===== src/rtl/vram_write_scheduler_pkg.sv =====
// ---------------------------------------------------------------------------
// vram_write_scheduler_pkg
//   Shared definitions for the VideoMemory write scheduler.
//   - VRAM_ADDR_W / PIXEL_W : write-port address ({col,row}) and pixel widths
//   - fill_state_e          : fill FSM state encoding (2-bit)
//   - clamp_extent()        : clips a rectangle extent against the last
//                             writable coordinate, using 9-bit arithmetic
//                             so that origin+size never wraps.
// ---------------------------------------------------------------------------
package vram_write_scheduler_pkg;

    localparam int VRAM_ADDR_W = 16;
    localparam int PIXEL_W     = 3;

    typedef enum logic [1:0] {
        FILL_IDLE = 2'd0,
        FILL_RUN  = 2'd1,
        FILL_DONE = 2'd2
    } fill_state_e;

    // Returns 0 when the origin is already past the limit, otherwise the
    // smaller of the requested size and the room left up to the limit.
    function automatic logic [7:0] clamp_extent(
        input logic [7:0] origin,
        input logic [7:0] size,
        input logic [8:0] limit
    );
        logic [8:0] room;
        room = limit - {1'b0, origin} + 9'd1;
        if ({1'b0, origin} > limit) begin
            return 8'd0;
        end else if ({1'b0, size} < room) begin
            return size;
        end else begin
            // room <= size <= 255 here, so it fits in 8 bits
            return room[7:0];
        end
    endfunction

endpackage


===== src/rtl/vram_write_scheduler_if.sv =====
// ---------------------------------------------------------------------------
// vram_write_scheduler_if
//   Bundles the CPU write request, the fill-engine command/status and the
//   VideoMemory write port.
//   master : the requester side (drives CPU/fill requests, sees port+status)
//   slave  : the scheduler (consumes requests, drives port+status)
// ---------------------------------------------------------------------------
interface vram_write_scheduler_if;
    import vram_write_scheduler_pkg::*;

    // CPU VGA-instruction write
    logic                   cpu_we;
    logic [VRAM_ADDR_W-1:0] cpu_addr;
    logic [PIXEL_W-1:0]     cpu_data;

    // Rectangle fill command
    logic                   fill_start;
    logic [7:0]             fill_x;
    logic [7:0]             fill_y;
    logic [7:0]             fill_w;
    logic [7:0]             fill_h;
    logic [PIXEL_W-1:0]     fill_color;

    // Fill status
    logic                   fill_busy;
    logic                   fill_done;

    // VideoMemory write port
    logic                   vram_we;
    logic [VRAM_ADDR_W-1:0] vram_addr;
    logic [PIXEL_W-1:0]     vram_data;

    modport master (
        output cpu_we, cpu_addr, cpu_data,
        output fill_start, fill_x, fill_y, fill_w, fill_h, fill_color,
        input  fill_busy, fill_done,
        input  vram_we, vram_addr, vram_data
    );

    modport slave (
        input  cpu_we, cpu_addr, cpu_data,
        input  fill_start, fill_x, fill_y, fill_w, fill_h, fill_color,
        output fill_busy, fill_done,
        output vram_we, vram_addr, vram_data
    );
endinterface


===== src/rtl/vram_write_scheduler_rect_scan_counter.sv =====
// ---------------------------------------------------------------------------
// rect_scan_counter
//   Nested column/row offset counters for a row-major rectangle scan.
//   Ports:
//     clk_i     : clock
//     rst_i     : synchronous active-high reset (clears offsets)
//     load_i    : restart the scan at offset (0,0)
//     advance_i : step to the next pixel (asserted only when a pixel is
//                 actually written)
//     w_eff_i   : effective width  (non-zero while scanning)
//     h_eff_i   : effective height (non-zero while scanning)
//     col_off_o : current column offset (inner counter)
//     row_off_o : current row offset    (outer counter)
//     last_o    : current pixel is the final one of the rectangle
// ---------------------------------------------------------------------------
module rect_scan_counter (
    input  logic       clk_i,
    input  logic       rst_i,
    input  logic       load_i,
    input  logic       advance_i,
    input  logic [7:0] w_eff_i,
    input  logic [7:0] h_eff_i,
    output logic [7:0] col_off_o,
    output logic [7:0] row_off_o,
    output logic       last_o
);
    logic [7:0] col_q, col_d;
    logic [7:0] row_q, row_d;
    logic       col_wrap;

    assign col_wrap = (col_q == w_eff_i - 8'd1);

    always_comb begin
        col_d = col_q;
        row_d = row_q;
        if (load_i) begin
            col_d = 8'd0;
            row_d = 8'd0;
        end else if (advance_i) begin
            if (col_wrap) begin
                col_d = 8'd0;
                row_d = row_q + 8'd1;
            end else begin
                col_d = col_q + 8'd1;
            end
        end
    end

    always_ff @(posedge clk_i) begin
        if (rst_i) begin
            col_q <= 8'd0;
            row_q <= 8'd0;
        end else begin
            col_q <= col_d;
            row_q <= row_d;
        end
    end

    assign col_off_o = col_q;
    assign row_off_o = row_q;
    assign last_o    = col_wrap && (row_q == h_eff_i - 8'd1);
endmodule


===== src/rtl/vram_write_scheduler.sv =====
// ---------------------------------------------------------------------------
// vram_write_scheduler
//   Owns the single VideoMemory write port and shares it between CPU
//   VGA-instruction writes (absolute priority, never stalled) and a
//   rectangle-fill engine that yields to the CPU cycle by cycle.
//   Parameters:
//     COL_LIMIT / ROW_LIMIT : last writable column / row; fill pixels beyond
//                             are clipped at start time.
//   Ports:
//     clk_i : clock, all state changes on the rising edge
//     rst_i : synchronous active-high reset
//     bus   : slave side of vram_write_scheduler_if (CPU request, fill
//             command/status, VideoMemory write port)
// ---------------------------------------------------------------------------
module vram_write_scheduler
    import vram_write_scheduler_pkg::*;
#(
    parameter int COL_LIMIT = 255,
    parameter int ROW_LIMIT = 255
) (
    input  logic                  clk_i,
    input  logic                  rst_i,
    vram_write_scheduler_if.slave bus
);
    fill_state_e        state_q, state_d;
    logic [7:0]         x_q, y_q, w_q, h_q;
    logic [PIXEL_W-1:0] color_q;
    logic               busy_q, done_q;

    logic [7:0]         w_eff, h_eff;
    logic               start_ok;
    logic               fill_we;
    logic [7:0]         col_off, row_off;
    logic               scan_last;

    assign w_eff = clamp_extent(bus.fill_x, bus.fill_w, 9'(COL_LIMIT));
    assign h_eff = clamp_extent(bus.fill_y, bus.fill_h, 9'(ROW_LIMIT));

    assign start_ok = (state_q == FILL_IDLE) && bus.fill_start;

    // The fill writes only when the CPU leaves the port free; reset also
    // masks it so a fill cannot write during the reset cycle itself.
    assign fill_we = (state_q == FILL_RUN) && !bus.cpu_we && !rst_i;

    rect_scan_counter u_scan (
        .clk_i     (clk_i),
        .rst_i     (rst_i),
        .load_i    (start_ok),
        .advance_i (fill_we),
        .w_eff_i   (w_q),
        .h_eff_i   (h_q),
        .col_off_o (col_off),
        .row_off_o (row_off),
        .last_o    (scan_last)
    );

    always_comb begin
        state_d = state_q;
        case (state_q)
            FILL_IDLE: begin
                if (bus.fill_start) begin
                    state_d = ((w_eff != 8'd0) && (h_eff != 8'd0)) ? FILL_RUN : FILL_DONE;
                end
            end
            FILL_RUN: begin
                if (fill_we && scan_last) begin
                    state_d = FILL_DONE;
                end
            end
            FILL_DONE: state_d = FILL_IDLE;
            default:   state_d = FILL_IDLE;
        endcase
    end

    // Status flags are registered from the next state so they line up with
    // the state register.
    always_ff @(posedge clk_i) begin
        if (rst_i) begin
            state_q <= FILL_IDLE;
            x_q     <= 8'd0;
            y_q     <= 8'd0;
            w_q     <= 8'd0;
            h_q     <= 8'd0;
            color_q <= '0;
            busy_q  <= 1'b0;
            done_q  <= 1'b0;
        end else begin
            state_q <= state_d;
            busy_q  <= (state_d != FILL_IDLE);
            done_q  <= (state_d == FILL_DONE);
            if (start_ok) begin
                x_q     <= bus.fill_x;
                y_q     <= bus.fill_y;
                w_q     <= w_eff;
                h_q     <= h_eff;
                color_q <= bus.fill_color;
            end
        end
    end

    // Write-port mux: CPU first, then fill, else idle zeros.
    always_comb begin
        bus.vram_we   = 1'b0;
        bus.vram_addr = '0;
        bus.vram_data = '0;
        if (bus.cpu_we) begin
            bus.vram_we   = 1'b1;
            bus.vram_addr = bus.cpu_addr;
            bus.vram_data = bus.cpu_data;
        end else if (fill_we) begin
            bus.vram_we   = 1'b1;
            bus.vram_addr = {x_q + col_off, y_q + row_off};
            bus.vram_data = color_q;
        end
    end

    assign bus.fill_busy = busy_q;
    assign bus.fill_done = done_q;
endmodule


===== src/flat_wrapper.sv =====
// flat-port wrapper written by rule: the top's interface ports become plain ports
module vram_write_scheduler_flat import vram_write_scheduler_pkg::*;
#(
    parameter int COL_LIMIT = 255,
    parameter int ROW_LIMIT = 255
)
  (clk_i, rst_i, bus_cpu_we, bus_cpu_addr, bus_cpu_data, bus_fill_start, bus_fill_x, bus_fill_y, bus_fill_w, bus_fill_h, bus_fill_color, bus_fill_busy, bus_fill_done, bus_vram_we, bus_vram_addr, bus_vram_data);
  vram_write_scheduler_if bus_i ();
  input  logic clk_i;
  input  logic rst_i;
  input wire logic [$bits(bus_i.cpu_we)-1:0] bus_cpu_we;
  input wire logic [$bits(bus_i.cpu_addr)-1:0] bus_cpu_addr;
  input wire logic [$bits(bus_i.cpu_data)-1:0] bus_cpu_data;
  input wire logic [$bits(bus_i.fill_start)-1:0] bus_fill_start;
  input wire logic [$bits(bus_i.fill_x)-1:0] bus_fill_x;
  input wire logic [$bits(bus_i.fill_y)-1:0] bus_fill_y;
  input wire logic [$bits(bus_i.fill_w)-1:0] bus_fill_w;
  input wire logic [$bits(bus_i.fill_h)-1:0] bus_fill_h;
  input wire logic [$bits(bus_i.fill_color)-1:0] bus_fill_color;
  output wire logic [$bits(bus_i.fill_busy)-1:0] bus_fill_busy;
  output wire logic [$bits(bus_i.fill_done)-1:0] bus_fill_done;
  output wire logic [$bits(bus_i.vram_we)-1:0] bus_vram_we;
  output wire logic [$bits(bus_i.vram_addr)-1:0] bus_vram_addr;
  output wire logic [$bits(bus_i.vram_data)-1:0] bus_vram_data;
  assign bus_i.cpu_we = bus_cpu_we;
  assign bus_i.cpu_addr = bus_cpu_addr;
  assign bus_i.cpu_data = bus_cpu_data;
  assign bus_i.fill_start = bus_fill_start;
  assign bus_i.fill_x = bus_fill_x;
  assign bus_i.fill_y = bus_fill_y;
  assign bus_i.fill_w = bus_fill_w;
  assign bus_i.fill_h = bus_fill_h;
  assign bus_i.fill_color = bus_fill_color;
  assign bus_fill_busy = bus_i.fill_busy;
  assign bus_fill_done = bus_i.fill_done;
  assign bus_vram_we = bus_i.vram_we;
  assign bus_vram_addr = bus_i.vram_addr;
  assign bus_vram_data = bus_i.vram_data;
  vram_write_scheduler #(.COL_LIMIT(COL_LIMIT), .ROW_LIMIT(ROW_LIMIT)) u_core (.clk_i(clk_i), .rst_i(rst_i), .bus(bus_i));
endmodule

===== config.mk =====
export PLATFORM = sky130hd
export DESIGN_NAME = vram_write_scheduler_flat
export DESIGN_NICKNAME = d
export VERILOG_FILES = /design/src/rtl/vram_write_scheduler_pkg.sv /design/src/rtl/vram_write_scheduler_if.sv /design/src/rtl/vram_write_scheduler_rect_scan_counter.sv /design/src/rtl/vram_write_scheduler.sv /design/src/flat_wrapper.sv
export SDC_FILE = /design/constraint.sdc
export NUM_CORES = 1
export LEC_CHECK = 0
export BUFFER_PORTS_ARGS = -buffer_cell sky130_fd_sc_hd__buf_2
export CORE_ASPECT_RATIO = 0.9
export CORE_MARGIN = 8
export CORE_UTILIZATION = 50
export CTS_CLUSTER_SIZE = 25
export DETAILED_ROUTE_END_ITERATION = 16
export GPL_TIMING_DRIVEN = 0
export PLACE_DENSITY = 0.73
export REMOVE_ABC_BUFFERS = 1
export SYNTH_ARGS = -nofsm -noshare
export SYNTH_HDL_FRONTEND = slang
export SYNTH_HIERARCHICAL = 1
export SYNTH_SLANG_ARGS = --single-unit

===== constraint.sdc =====
create_clock -name clk_i -period 3.6 [get_ports clk_i]
set_input_delay 0.18 -clock clk_i [delete_from_list [all_inputs] [get_ports clk_i]]
set_output_delay 0.18 -clock clk_i [all_outputs]
set_load 0.05 [all_outputs]

; After elaboration in Yosys (flattened, before gate mapping)
; Cells that the tools add are included.
[word_totals]
regBits = 55
latchBits = 0
ramBits = 0
mem_bits_ro = 0
in_bits = 58
output_inout_bits = 22
memories = 0
[op_classes]
addsub = 10
mul = 0
div_mod_pow = 0
magnitude_cmp = 2
eq_ne = 4
shifts = 0
mux = 13
n_bitwise = 0
n_reduce_logical = 14
[op_table]
columns = op, n
row1 = $mux 16, 2
row2 = $mux 8, 3
row3 = $add 9x1->9 const B, 2
row4 = $lt 8x9->1, 2
row5 = $sub 8x8->9 const A, 2
row6 = $add 8x1->8 const B, 2
row7 = $add 8x8->8, 2
row8 = $eq 8x8->1, 2
row9 = $reduce_bool 8->1, 2
row10 = $sub 8x1->8 const B, 2
row11 = $logic_and 1x1->1, 6
row12 = $mux 2, 3
row13 = $mux 3, 2
row14 = $pmux 2 s2, 1
row15 = $eq 2x1->1 const B, 1
row16 = $eq 2x2->1 const B, 1
row17 = $logic_not 1->1, 2
row18 = $logic_not 2->1, 1
row19 = $mux 1, 2
row20 = $reduce_and 2->1, 1
row21 = $reduce_bool 2->1, 1
row22 = $reduce_or 2->1, 1

; Longest topological paths before layout
[depth]
word_depth = 10
mapped_depth = 13
depth_no_buf = 12

; Modules after synthesis
; Netlist, hierarchy kept.
[modules_own_cells]
columns = mod, n_inst, cells_per_inst, area_per_inst_um2, seq_area_each_um2
row1 = vram_write_scheduler, 1, 400, 3031.7, 780.7
row2 = rect_scan_counter, 1, 148, 1213.7, 320.3

; Worst setup path after synthesis
; No wires, ideal clock.
[synth_path]
path_type = register to output
from = register u_core.u_scan.col_q[0] (netlist: u_core/u_scan/col_off_o[0])
to = output port bus_vram_addr[14]
arrival_ns = 2.806
required_ns = 3.420
slack_ns = 0.614
path_stages_with_launch = 9
path_buffers = 0
path_cell_list = dfxtp_1 > ha_1 > fa_1 > a21o_1 > a21oi_1 > o21bai_1 > a21oi_1 > xor2_1 > o31ai_1
[synth_between]
elab_chain_cells = 3
[synth_lines]
columns = item, line_no
row1 = from (decl), vram_write_scheduler_rect_scan_counter.sv:27  ; logic [7:0] col_q, col_d;
row2 = from (signal assigned), vram_write_scheduler_rect_scan_counter.sv:54  ; col_q <= col_d;
row3 = $add 8x8->8, vram_write_scheduler.sv:112  ; bus.vram_addr = {x_q + col_off, y_q + row_off};
row4 = $mux 16, vram_write_scheduler.sv:110  ; end else if (fill_we) begin
row5 = $mux 16, vram_write_scheduler.sv:106  ; if (bus.cpu_we) begin
row6 = to (decl), flat_wrapper.sv:23  ; output wire logic [$bits(bus_i.vram_addr)-1:0] bus_vram_addr;
; No other way between the ends.

; Final worst setup path
[layout_path]
from = register u_core.state_q[1]
to = register u_core.u_scan.row_q[7] (netlist: u_core/u_scan/row_off_o[7])
[layout_between]
elab_chain_cells = 4
word_cells_on_any_way = 7
cone_classes = eq/ne (1) / reduce/logical (6)
[layout_lines]
columns = item, line_no
row1 = from (decl), vram_write_scheduler.sv:25  ; fill_state_e state_q, state_d;
row2 = from (signal assigned), vram_write_scheduler.sv:88  ; state_q <= state_d;
row3 = $eq 2x1->1, vram_write_scheduler.sv:43  ; assign fill_we = (state_q == FILL_RUN) && !bus.cpu_we && !rst_i;
row4 = $logic_and 1x1->1 (2 in a row), vram_write_scheduler.sv:43
row5 = net u_core.fill_we, vram_write_scheduler.sv:32  ; logic fill_we;
row6 = $reduce_and 2->1 (no line), -
row7 = to (signal assigned), vram_write_scheduler_rect_scan_counter.sv:55  ; row_q <= row_d;
row8 = to (decl), vram_write_scheduler_rect_scan_counter.sv:28  ; logic [7:0] row_q, row_d;
; The timed path passes the listed nets, and every way through them passes these cells.
; A chain may end at the register's enable or synchronous reset.

==> out/results.ini <==
[yosys]
ys.flop_type=dfxtp_1
synth_adder_area_share_pct=11.0
synth.distinct_cells=60
syn_inst=548
synth_top_family_by_area=simple AND/OR/NAND/NOR gates
synthArstFlopShare_pct=0
synth-edff-count=0
synth_area_per_cell_um2=7.75
ys_seq_area_share_pct=25.9
synth.cell_area_um2=4250
synth-xor-area-share_pct=10.9
synth_compound_area_share_pct=20.7
synth_seq_cells=55
synth_warnings=6
synthSimpleGateAreaFrac_pct=24.6
synth_mux_area_share_pct=2.42

[setup_path]
critPathMaxFanout=15
crit_path_end_kind=flip-flop
crit_arrival_ns=3.40
crit_type=flip-flop to flip-flop
crit_path_start_kind=flip-flop
worstPathRequired_ns=3.85

[floorplan]
start_util_pct=50.5
io_pins=80
core_um2=8410
die_area_um2=11700
rows=32
die_y_um=103
die_w_um=113

[place]
numPortBuffers=79
dpl.hpwl_mm=8.57
place_area_um2=4670
place.gp.congestion=0.884
pre_cts_slack_ns=-0.108

[drt]
viasPerCell=5.82
drt_iter0_markers=233
wl_per_cell_um=15.6
totalWireLength_mm=11.1
ant_nets=0
vias=4141
dr.pass1.iters=5
drc=0

[run_status]
outcome=completed

[sta]
timing.fmax_ghz=0.318
rsz0062_at_grt=false
fin_ws_ns=0.454
slew_headroom_pct=34.2
fin_crit_ns=3.15
hold_viol_final=0
setup_viol=0
worst_hold_slack_ns=0.0922
worst_slew_pin_slew_ns=0.984
clock_skew_ns=0.0118
timing.final.crit_share_pct=87.4
drv_slew=0

[cts]
cts_made_buffers=5
cts_buffer_depth=2
post_cts_buffers=0
numClockSinks=55
path_clk_slew_ns=0.11
cts-root-buf=clkbuf_8
clk_latency_ns=0.32
htreeDepth=2
cts_tree=done

[cells_and_area]
final_cell_mix=nand2_1 (88), buf_2 (79), dfxtp_1 (55)
fin_area_um2=4790
n_fill_cell=797
final_nets=703
layout.cells.most_common=nand2_1
num_antenna_cells=0
ff_latch_area_um2=1100
drive_gt1_share_pct=17.2
syn_to_final_growth_pct=12.8
multi_input_area_um2=2960

[global_route]
grt_pass1_wl_mm=18.3
first_global_vias=3965
grt_usage_pct=19.1
grt_max_degree=55
grt-ovfl-total=0
antenna_found_initial=0

[worst_hold_path]
min_path_type=input port to flip-flop

[pwr]
vdd_ir_drop_max_mv=0.188
p_leak_nw=2.04
power_density_nw_per_um2=332

[run]
drv_cap=0

registers in the layout (all words and copies together) (netlist names), 2 cells and up:
name and cells:
u_core/y_q 8, u_core/w_q 8, u_core/u_scan/col_off_o 8, u_core/h_q 8, u_core/color_q 3, u_core/x_q 8, u_core/u_scan/row_off_o 8, u_core/state_q 2
synthesized netlist by cell type (all sizes together) (6+ instances only):
library cell / count / area share [%]
o31ai: 10 / 1.8
xnor2: 32 / 6.6
clkbuf: 20 / 1.8
a22o: 8 / 1.7
ha: 34 / 10
a21oi: 44 / 5.2
inv: 23 / 2.0
o21ai: 23 / 2.7
mux2i: 8 / 1.9
or4: 9 / 1.7
nor2: 42 / 3.7
nand2: 88 / 7.8
nand3: 11 / 1.3
xor2: 21 / 4.3
a311oi: 10 / 2.1
nor3: 11 / 1.3
nor4: 9 / 1.5
a211oi: 9 / 1.6
a21o: 7 / 1.3
dfxtp: 55 / 26
or2: 6 / 0.88
through the flow:
| stage | utilization, % | setup TNS [ns] | total power [mW] | cells |
|---|---|---|---|---|
| 6_report | 56.9 | 0 | 1.59 | 712 |
| 5_1_grt | 56.9 | 0 | 1.68 | 712 |
| 4_1_cts | 56.9 | 0 | 1.59 | 712 |
| 3_5_place_dp | 55.5 | -0.108 | 1.17 | 704 |
| 3_3_place_gp | 55.5 | -0.0412 | 1.16 | 704 |
| 2_1_floorplan | - | 0 | 1.03 | 523 |
worst max-delay path, cell delays in order (launching register included):
cell and delay, ns:
dfxtp_1 0.32, nor2_1 0.26, nand2_1 0.30, nor2_1 0.83, inv_1 0.19, a211o_1 0.47
or4_1 0.54, a21oi_1 0.16
final cells by class:
class                   count  share of cell area, %
multi-input cells         445                   61.8
well taps                 102                   2.67
repair buffers             79                   8.26
clock buffers               5                   1.44
clock inverters             3                  0.993
flip-flops and latches     55                   23.0
inverters                  23                   1.80
worst paths after layout:
check / startpoint / end / slack [ns] / cells after the start
hold / removal: bus_fill_start / u_core/bus.fill_busy / 0.09 / 2
setup reg to reg: u_core/state_q[1] / u_core/u_scan/row_off_o[7] / 0.45 / 7
hold reg to reg: u_core/color_q[0] / u_core/color_q[0] / 0.46 / 2
setup / recovery: u_core/state_q[1] / u_core/u_scan/row_off_o[7] / 0.45 / 7
logic make-up (layout without fill, tap and decap cells):
group / Yosys count / after routing
fa+ha+maj: 36 / 36
compound gates: 131 / 131
xor+xnor: 53 / 53
simple gates: 215 / 215
mux: 10 / 10
flops: 55 / 55
buf+inv: 48 / 110
report_power, final:
group | switching (mW) | internal, mW
registers | 0.0379 | 0.645
clock network | 0.210 | 0.211
logic | 0.296 | 0.188
layer usage:
layer / up-vias / wire length [um] / share of wire [%] / global-route usage (%)
li1: 2097 / - / - / -
met1: 1914 / 5430 / 49 / 25.9
met2: 119 / 4860 / 44 / 30.9
met3: 11 / 648 / 5.9 / 3.31
met4: 0 / 136 / 1.2 / 4.91
met5: - / 0 / 0 / 0
what timing repair did:
action,4_1_cts,5_1_grt
gates resized for setup,0,1
hold buffers,0,0
endpoints found under the setup margin,0,1
Note: power is estimated with default switching activity, not from simulation.
